$ cat config.mk
export PLATFORM = sky130hd
export DESIGN_NAME = xor_stream_ctrl
export DESIGN_NICKNAME = d
export VERILOG_FILES = /design/src/rtl/xor_stream_ctrl.sv
export SDC_FILE = /design/constraint.sdc
export NUM_CORES = 1
export LEC_CHECK = 0
export CAP_MARGIN = 20
export CORE_UTILIZATION = 26
export CTS_BUF_LIST = sky130_fd_sc_hd__clkbuf_16
export CTS_CLUSTER_DIAMETER = 50
export CTS_CLUSTER_SIZE = 28
export DETAILED_ROUTE_END_ITERATION = 8
export PLACE_DENSITY_LB_ADDON = 0.12
export SLEW_MARGIN = 20
export SYNTH_ARGS = -nofsm -noshare
export SYNTH_HDL_FRONTEND = slang
export SYNTH_SLANG_ARGS = --single-unit
$ cat constraint.sdc
create_clock -name clk -period 2.55 [get_ports clk]
set_input_delay 0.255 -clock clk [delete_from_list [all_inputs] [get_ports clk]]
set_output_delay 0.255 -clock clk [all_outputs]
set_load 0.005 [all_outputs]
$ cat src/rtl/xor_stream_ctrl.sv
// xor_stream_ctrl: byte-stream XOR cipher with a loadable repeating key.
// A key of KEY_BYTES bytes is written while idle; each message of len bytes
// is then XORed byte-by-byte with the key (restarting at key byte 0) and
// passed downstream through a one-deep registered output stage.
module xor_stream_ctrl #(
    parameter int DATA_W    = 8,
    parameter int KEY_BYTES = 4
) (
    input  logic              clk,
    input  logic              rst,
    input  logic              key_wr,
    input  logic [DATA_W-1:0] key_byte,
    input  logic              start,
    input  logic [7:0]        len,
    input  logic              abort,
    input  logic              in_valid,
    input  logic [DATA_W-1:0] in_data,
    output logic              in_ready,
    output logic              out_valid,
    output logic [DATA_W-1:0] out_data,
    input  logic              out_ready,
    output logic              busy,
    output logic              done,
    output logic              key_ready,
    output logic              key_err
);

    localparam int IDX_W = (KEY_BYTES > 1) ? $clog2(KEY_BYTES) : 1;
    localparam logic [IDX_W-1:0] IDX_LAST = IDX_W'(KEY_BYTES - 1);

    typedef enum logic [1:0] {
        IDLE  = 2'd0,
        RUN   = 2'd1,
        FLUSH = 2'd2
    } state_t;

    state_t            state;
    logic [DATA_W-1:0] key_reg [KEY_BYTES];
    logic [IDX_W-1:0]  wr_ptr;
    logic [IDX_W-1:0]  idx;
    logic [7:0]        remaining;
    logic              accept;
    logic              drain;

    // Key position advance with explicit wrap so non-power-of-two depths stay correct
    function automatic logic [IDX_W-1:0] next_idx(input logic [IDX_W-1:0] i);
        return (i == IDX_LAST) ? '0 : i + 1'b1;
    endfunction

    // The cipher itself: XOR is its own inverse, so one path serves both directions
    function automatic logic [DATA_W-1:0] apply_key(input logic [DATA_W-1:0] d,
                                                    input logic [DATA_W-1:0] k);
        return d ^ k;
    endfunction

    // Upstream may only advance while running and the output stage can take a byte
    assign in_ready = (state == RUN) && (!out_valid || out_ready);
    assign accept   = in_valid && in_ready;
    assign drain    = out_valid && out_ready;
    assign busy     = (state != IDLE);

    // Key storage: written only while idle, cleared by reset
    always_ff @(posedge clk) begin
        if (rst) begin
            for (int i = 0; i < KEY_BYTES; i++) begin
                key_reg[i] <= '0;
            end
        end else if (state == IDLE && key_wr) begin
            key_reg[wr_ptr] <= key_byte;
        end
    end

    // Control FSM with registered stream output and single-cycle status pulses
    always_ff @(posedge clk) begin
        if (rst) begin
            state     <= IDLE;
            wr_ptr    <= '0;
            idx       <= '0;
            remaining <= '0;
            key_ready <= 1'b0;
            out_valid <= 1'b0;
            out_data  <= '0;
            done      <= 1'b0;
            key_err   <= 1'b0;
        end else begin
            done    <= 1'b0;
            key_err <= 1'b0;
            case (state)
                IDLE: begin
                    if (key_wr) begin
                        wr_ptr <= next_idx(wr_ptr);
                        // Completing the last slot wins when the key is one byte deep
                        if (wr_ptr == IDX_LAST) begin
                            key_ready <= 1'b1;
                        end else if (wr_ptr == '0) begin
                            key_ready <= 1'b0;
                        end
                    end
                    // abort is meaningless here, so start always takes effect
                    if (start) begin
                        if (!key_ready) begin
                            key_err <= 1'b1;
                        end else if (len == 8'd0) begin
                            done <= 1'b1;
                        end else begin
                            remaining <= len;
                            idx       <= '0;
                            state     <= RUN;
                        end
                    end
                end
                RUN, FLUSH: begin
                    if (abort) begin
                        state     <= IDLE;
                        out_valid <= 1'b0;
                        remaining <= '0;
                    end else if (state == RUN) begin
                        if (accept) begin
                            out_data  <= apply_key(in_data, key_reg[idx]);
                            out_valid <= 1'b1;
                            idx       <= next_idx(idx);
                            remaining <= remaining - 8'd1;
                            if (remaining == 8'd1) begin
                                state <= FLUSH;
                            end
                        end else if (drain) begin
                            out_valid <= 1'b0;
                        end
                    end else if (drain) begin
                        out_valid <= 1'b0;
                        done      <= 1'b1;
                        state     <= IDLE;
                    end
                end
                default: begin
                    state <= IDLE;
                end
            endcase
        end
    end

endmodule

* Yosys cells after proc, flatten, opt, wreduce, memory -nomap -nowiden *
Memory sizes are Yosys's and may differ from the RTL's. A register that Yosys moved wholly into a read port is not among the register bits.
Cells that the tools add are included.

operators by class
  shift-type cells = 0
  equality and inequality tests = 16
  mux-type cells = 49
  divide/modulo/power cells = 0
  $mul = 0
  reduce and logical (&&, ||, !) cells = 21
  magnitude comparators = 0
  bitwise logic cells = 4
  add/subtract/negate cells = 3

operator list
  cell                   count
  $mux W8                7
  $mux W2                19
  $mux W1                19
  $pmux W8 S2            1
  $ne A2 B2 Y1 const B   6
  $ne A4 B4 Y1 const B   3
  $reduce_and A6 Y1      2
  $eq A8 B1 Y1 const B   1
  $logic_not A8 Y1       1
  $pmux W2 S2            2
  $reduce_or A8 Y1       1
  $sub A8 B1 Y8 const B  1
  $xor A8 B8 Y8          1
  $reduce_and A7 Y1      1
  $eq A2 B2 Y1 const B   3
  $ne A3 B3 Y1 const B   2
  $reduce_bool A2 Y1     3
  $add A2 B1 Y2 const B  2
  $logic_and A1 B1 Y1    4
  $logic_not A2 Y1       2
  $reduce_and A4 Y1      1
  $not A1 Y1             3
  $reduce_and A3 Y1      1
  $reduce_or A3 Y1       1
  6 further kinds        6

storage, ports and cells
  latch bits = 0
  memories kept = 1
  ROM bits = 0
  bits in registers = 26
  output and inout bits = 14
  memory bits (writable) = 32
  input bits = 31
  word-level logic and storage cells = 103

memories
  memory   depth  width  read ports  clocked after Yosys merged registers in  wr ports  line  RTL
  key_reg  4      8      1           1                                        4         38    logic [DATA_W-1:0] key_reg [KEY_BYTES];

* Longest topological paths before layout *
Gate-level depths: netlist of the first run.

  word-level depth = 10
  depth in mapped cells = 8
  depth with buffers taken out = 6

* Worst setup path before layout of the first run *
No wires, ideal clock.

  path type = reg-to-reg
  start point = register state[0]
  end point = memory key_reg[1][0], enable pin
  buffers on the path = 0
  cell stages (with the launch flop) = 6
  path slack = 0.614 ns
  arrival = 1.626 ns
  setup time = 0.310 ns
  cell sequence = dfxtp_1 inv_1 ha_1 nand2_1 nor4b_1 or2_2

RTL lines
  what                      line  RTL
  start: declaration        37    state_t state;
  start signal: assignment  76    state <= IDLE;
  start signal: assignment  108   state <= RUN;
  start signal: assignment  114   state <= IDLE;
  end: declaration          38

* Worst setup path in the final report of the first run *
  start point = register state[0]
  end point = register remaining[6]

between the ends
  longest elaborated chain between the ends = 5

ends and longest elaborated chain
  what                                line         RTL
  $eq A2 B1 Y1                        57, 88, 117
  $logic_and A1 B1 Y1                 57           assign in_ready = (state == RUN) && (!out_valid || out_ready);
  $logic_and A1 B1 Y1                 58           assign accept = in_valid && in_ready;
  $ne A3 B3 Y1 (no source line)       --
  $reduce_and A6 Y1 (no source line)  --
  end signal: assignment              106          remaining <= len;
  end signal: assignment              122          remaining <= remaining - 8'd1;
  end: declaration                    41           logic [7:0] remaining;

Parallel ways exist; a longest one is shown, timed or not.
A chain may end at the register's enable or synchronous reset.

==> flow_metrics.env, run 1 <==
export IMPL_hold_path_class="reg -> reg"
export IMPL_relSlewSlack_pct=59.2
export IMPL_die_area_mm2=0.0122
export IMPL_clock_root_buffer="clkbuf_16"
export IMPL_yosys_warnings=0
export IMPL_finClkSkew_ns=0.00721
export IMPL_cp_end_kind="flop"
export IMPL_drt_total_wl_mm=7.62
export IMPL_dr_pass1_iters=4
export IMPL_grt_pass1_wl_mm=12.4
export IMPL_ys_seq_area_share_pct=49.8
export IMPL_chipWidth_um=110
export IMPL_fp_row_count=39
export IMPL_diodes=0
export IMPL_rr_endpoint="remaining[6]"
export IMPL_ys_types=46
export IMPL_fillers=1177
export IMPL_io_pin_count=45
export IMPL_power_density_mw_per_mm2=704
export IMPL_cts_buffer_depth=2
export IMPL_drive_gt1_share_pct=11.4
export IMPL_top_usage_layer="met2"
export IMPL_drt_iter0_markers=122
export IMPL_r2r_cells=6
export IMPL_report_final_slew_viol_count=0
export IMPL_numCtsBuffers=9
export IMPL_ctsHoldBuffers=0
export IMPL_syn2layout_area_growth_pct=29.9
export IMPL_synth_seq_cells=60
export IMPL_crit_path_start_kind="flop"
export IMPL_antenna_found_initial=0
export IMPL_dp_final_hpwl_mm=5.33
export IMPL_coreArea_mm2=0.0114
export IMPL_mappedNetlistNets=310
export IMPL_synth_top_area_share_pct=31.4
export IMPL_post_route_util_pct=34.8
export IMPL_first_global_vias=2246
export IMPL_cp_max_fo=9
export IMPL_required_ns=2.78
export IMPL_fin_crit_sh_pct=84.6
export IMPL_hold_viol=0
export IMPL_holdPathStages=2
export IMPL_drv_cap=0
export IMPL_vias=2266
export IMPL_vias_per_cell=4.85
export IMPL_cts_max_level=3
export IMPL_grt_overflow=0
export IMPL_hold_end="out_data[4]"
export IMPL_die_height_um=110
export IMPL_synth_edff_count=32
export IMPL_hp_start="out_data[4]"
export IMPL_cts_tree="done"
export IMPL_fin_ws_ns=0.394
export IMPL_clock_sink_count=60
export IMPL_ir_drop_v=0.000252
export IMPL_ys_async_sr_fraction_pct=0
export IMPL_cts_setup_buffers=0
export IMPL_grt_total_usage_pct=13.3
export IMPL_place_inst=451
export IMPL_p_leak_nw=1.35
export IMPL_start_util_pct=26.8
export IMPL_synth_top_flop_cell="edfxtp_1"
export IMPL_tns_ns=0
export IMPL_path_clk_slew_ns=0.05
export IMPL_cts_resized_gates=0
export IMPL_place_congestion=0.805
export IMPL_outcome="completed"
export IMPL_avgSynthCellArea_um2=11.4
export IMPL_largest_reg_flops=32
export IMPL_synth_area_top_cells="edfxtp_1, dfxtp_1, and2_1"
export IMPL_rrSetupSlack_ns=0.39
export IMPL_max_freq_ghz=0.464
export IMPL_worstReg2RegStart="state[0]"
export IMPL_fin_cells=467
export IMPL_drc_errors=0
export IMPL_fin_crit_ns=2.16
export IMPL_nets=360
export IMPL_worstPathArrival_ns=2.39
export IMPL_io_buffers=44
export IMPL_use_met3_pct=3.68
export IMPL_netlist_area_mm2=0.00306
export IMPL_use_met2_pct=19.0
export IMPL_grt_max_degree=34
export IMPL_tightest_slew_ns=0.606
export IMPL_synth_cells=269
export IMPL_place_ws_ns=0.416
export IMPL_wl_per_cell_um=16.3
export IMPL_insertion_delay_ns=0.33
export IMPL_whs_ns=0.497
export IMPL_grtUsageMet1_pct=18.7
export IMPL_synth_largest_area_cell="edfxtp_1"
export IMPL_setup_viol=0
export IMPL_rsz0062_at_grt="false"
export IMPL_worstSetupPathType="reg -> reg"
export IMPL_ant_nets=0
-- synth_stat cells (2+ instances only) --
master and count:
a2111oi_0 2, nor2b_1 2, clkbuf_1 8, mux2i_1 7, a21oi_1 8, dfxtp_1 28, o21ai_0 4, or2_2 3
a211oi_1 10, nor4b_1 3, or3_1 3, buf_2 4, o31ai_1 2, edfxtp_1 32, a21o_1 2, nand2b_1 13
mux4_2 8, nor3_1 6, a221oi_1 4, xnor2_1 9, nor2_1 18, and2_1 32, nand2_1 4, nor4_1 9
ha_1 10, and3_1 3, nand3_1 4, inv_1 9, a31oi_1 3, o32ai_1 3
-- how the worst max path moves through the flow --
stage | depth (start not counted) | endpoint | slack, ns | from
after floorplan | 5 | key_reg[1][0] | 0.61 | state[0]
after global placement | 4 | flop | 0.47 | abort
after detailed placement | 5 | remaining[6] | 0.42 | abort
after CTS | 5 | busy | 0.40 | state[0]
after global routing | 6 | remaining[6] | 0.14 | state[0]
final | 6 | remaining[6] | 0.39 | state[0]
-- placed cells by master (no fill, tap or decap), drive strengths merged, types with 10 or more instances in the layout --
cell type / count
dfxtp: 28
edfxtp: 32
clkdlybuf4s50: 44
nor2: 18
a211oi: 10
ha: 10
nand2b: 13
and2: 32
-- report_power, final --
group / leakage [nW] / total (mW) / switching, mW / internal, mW
clock: 0.140 / 1.20 / 0.447 / 0.750
sequential: 0.559 / 1.12 / 0.0380 / 1.08
combinational: 0.654 / 0.477 / 0.254 / 0.223
-- cell type report --
type	count	area, µm²	share of cell area [%]
well taps	143	179	4.51
clock buffers	9	225	5.67
inverters	9	33.8	0.851
repair buffers	51	493	12.4
multi-input cells	188	1450	36.5
flip-flops and latches	60	1520	38.3
clock inverters	7	67.6	1.70
-- routing by layer --
metal  routed length (µm)  share of wire (%)
met1                 3800                 50
met2                 3380                 44
met3                  326                4.3
met4                  112                1.5
met5                    0                  0
-- kinds of logic (layout without fill, tap and decap cells) --
group,Yosys count,in the layout,share of synthesized area (%)
simple gates,107,107,20.6
fa+ha+maj,10,10,4.09
xor+xnor,9,9,2.58
compound gates,47,47,12.0
flops,60,60,49.8
buf+inv,21,76,2.74
mux,15,15,8.19
-- worst max-delay path, cell delays in order, from the launching register on --
cell	delay (ns)
dfxtp_1	0.40
inv_1	0.10
ha_1	0.46
nand2b_1	0.20
a31oi_1	0.46
a2111oi_0	0.16
a221oi_1	0.28
-- per-stage QoR --
step,instance area (µm²),power (mW)
floorplan,3060,1.43
detailed placement,3680,1.62
CTS,3970,2.82
global placement,3680,1.62
global route,3970,2.93
finish,3970,2.79
Note: power is estimated with default switching activity, not from simulation.
==> run 2: changes to the inputs <==
clock period = 2 ns   (was 2.55 ns; I/O delays follow)
==> run 2 against run 1 <==
Compared with the run above: sequential power up 28%; sequential share of layout area down 2.8 points; critical endpoint is now busy; final area up 7.8%; flip-flop and latch count unchanged; hold slack better by 0.00084 ns; die area unchanged; largest power group unchanged; non-clock buffer count up 31; critical path type is now reg -> out; cell count up 6.6%; clock power up 32%; total power up 34%.
==> flow_metrics.env, run 2 (synthesis gave the netlist of run 1 again) <==
export IMPL_fin_crit_ns=1.87
export IMPL_tightest_slew_ns=0.631
export IMPL_chipWidth_um=110
export IMPL_grt_overflow=0
export IMPL_power_mw=3.76
export IMPL_antenna_found_initial=0
export IMPL_syn2layout_area_growth_pct=40.1
export IMPL_io_pin_count=45
export IMPL_drc_errors=0
export IMPL_seqPwrFrac_pct=37.9
export IMPL_ir_drop_v=0.000533
export IMPL_final_common_cell="clkdlybuf4s50_1"
export IMPL_fp_row_count=39
export IMPL_worstReg2RegStart="state[1]"
export IMPL_rr_endpoint="key_reg[1][2]"
export IMPL_whs_ns=0.498
export IMPL_fillers=1140
export IMPL_outcome="completed"
export IMPL_largest_reg_flops=32
export IMPL_cts_buffer_depth=2
export IMPL_drt_total_wl_mm=8.00
export IMPL_dr_pass1_iters=4
export IMPL_report_final_slew_viol_count=0
export IMPL_power_density_mw_per_mm2=877
export IMPL_max_freq_ghz=0.534
export IMPL_grt_total_usage_pct=14.2
export IMPL_grt_max_degree=21
export IMPL_fin_cells=498
export IMPL_coreArea_mm2=0.0114
export IMPL_rrSetupSlack_ns=0.15
export IMPL_relSlewSlack_pct=57.8
export IMPL_ant_nets=0
export IMPL_nets=391
export IMPL_clock_root_buffer="clkbuf_16"
export IMPL_insertion_delay_ns=0.33
export IMPL_hold_viol=0
export IMPL_fin_crit_sh_pct=93.6
export IMPL_hold_path_class="reg -> reg"
export IMPL_drv_cap=0
export IMPL_drive_gt1_share_pct=21.7
export IMPL_io_buffers=44
export IMPL_cts_max_level=3
export IMPL_netSwitchingPower_mw=1.01
export IMPL_wl_per_cell_um=16.1
export IMPL_numCtsBuffers=9
export IMPL_dp_final_hpwl_mm=5.81
export IMPL_worstPathArrival_ns=1.67
export IMPL_internal_power_mw=2.74
export IMPL_cp_max_fo=8
export IMPL_p_leak_nw=1.51
export IMPL_diodes=0
export IMPL_final_cell_mix="clkdlybuf4s50_1, buf_4, and2_1, edfxtp_1, dfxtp_1"
export IMPL_vias_per_cell=4.68
export IMPL_worstSetupPathType="reg -> out"
export IMPL_die_area_mm2=0.0122
export IMPL_cts_tree="done"
export IMPL_hp_start="out_data[4]"
export IMPL_place_congestion=0.797
export IMPL_drt_iter0_markers=114
export IMPL_tns_ns=0
export IMPL_required_ns=1.80
export IMPL_r2r_cells=5
export IMPL_switching_share_pct=27.0
export IMPL_vias=2333
export IMPL_cp_end_kind="primary output"
export IMPL_grt_pass1_wl_mm=13.3
export IMPL_path_clk_slew_ns=0.06
export IMPL_clock_sink_count=60
export IMPL_clockPowerShare_pct=42.0
export IMPL_die_height_um=110
export IMPL_finClkSkew_ns=0.00551
export IMPL_ctsHoldBuffers=0
export IMPL_crit_path_start_kind="flop"
export IMPL_first_global_vias=2429
export IMPL_cts_setup_buffers=0
export IMPL_holdPathStages=2
export IMPL_hold_end="out_data[4]"
export IMPL_power_frac_comb_pct=20.1
export IMPL_setup_viol=0
export IMPL_place_inst=482
export IMPL_start_util_pct=26.8
[run 2: worst max-delay path: stages (launching register included)]
cell	delay (ns)
dfxtp_1	0.32
inv_1	0.06
ha_2	0.23
buf_4	0.16
inv_1	0.07
clkdlybuf4s50_1	0.50
[run 2: layout make-up]
type / count / area [µm²] / area share [%]
clock buffer: 9 / 225 / 5.26
inverter: 9 / 33.8 / 0.789
multi-input combinational: 188 / 1510 / 35.2
timing repair buffer: 82 / 738 / 17.2
tap: 143 / 179 / 4.18
sequential: 60 / 1520 / 35.5
clock inverter: 7 / 76.3 / 1.78
[run 2: what timing repair did]
| action | in CTS | in global routing |
|---|---|---|
| hold endpoints to repair | 0 | 0 |
| setup endpoints to repair | 1 | 25 |
| pin swaps | 0 | 1 |
| gates resized for setup | 1 | 9 |
[run 2: power by group through the flow]
stage               registers, mW  logic (mW)  clock network [mW]
global route                 1.44       0.831                1.68
detailed placement           1.45       0.732                   0
floorplan                    1.44       0.387                   0
global placement             1.45       0.738                   0
finish                       1.43       0.755                1.58
CTS                          1.42       0.737                1.62
[run 2: routing by layer]
metal	vias to the layer above	part of all wire, %	wire [µm]	GRT usage (%)
met2	48	44	3530	20.8
met3	11	4.6	366	5.49
met4	0	1.9	152	4.80
li1	1170	-	-	-
met1	1104	49	3950	19.0
met5	-	0	0	0
[run 2: worst max path at each step]
stage / startpoint / end / cells after the start
3_3_place_gp: len[3] / state[1] / 6
4_1_cts: state[0] / busy / 5
3_5_place_dp: len[3] / state[1] / 6
6_report: state[0] / busy / 5
5_1_grt: state[1] / key_reg[1][3] / 5
2_1_floorplan: state[0] / key_reg[1][0] / 5
[run 2: stage by stage]
step                area, µm²  utilization, %  setup WS, ns
global placement         3920            34.4       -0.0548
finish                   4280            37.5         0.128
global route             4280            37.5      -0.00760
floorplan                3060               -        0.0636
detailed placement       3920            34.4       -0.0760
CTS                      4230            37.0        0.0229
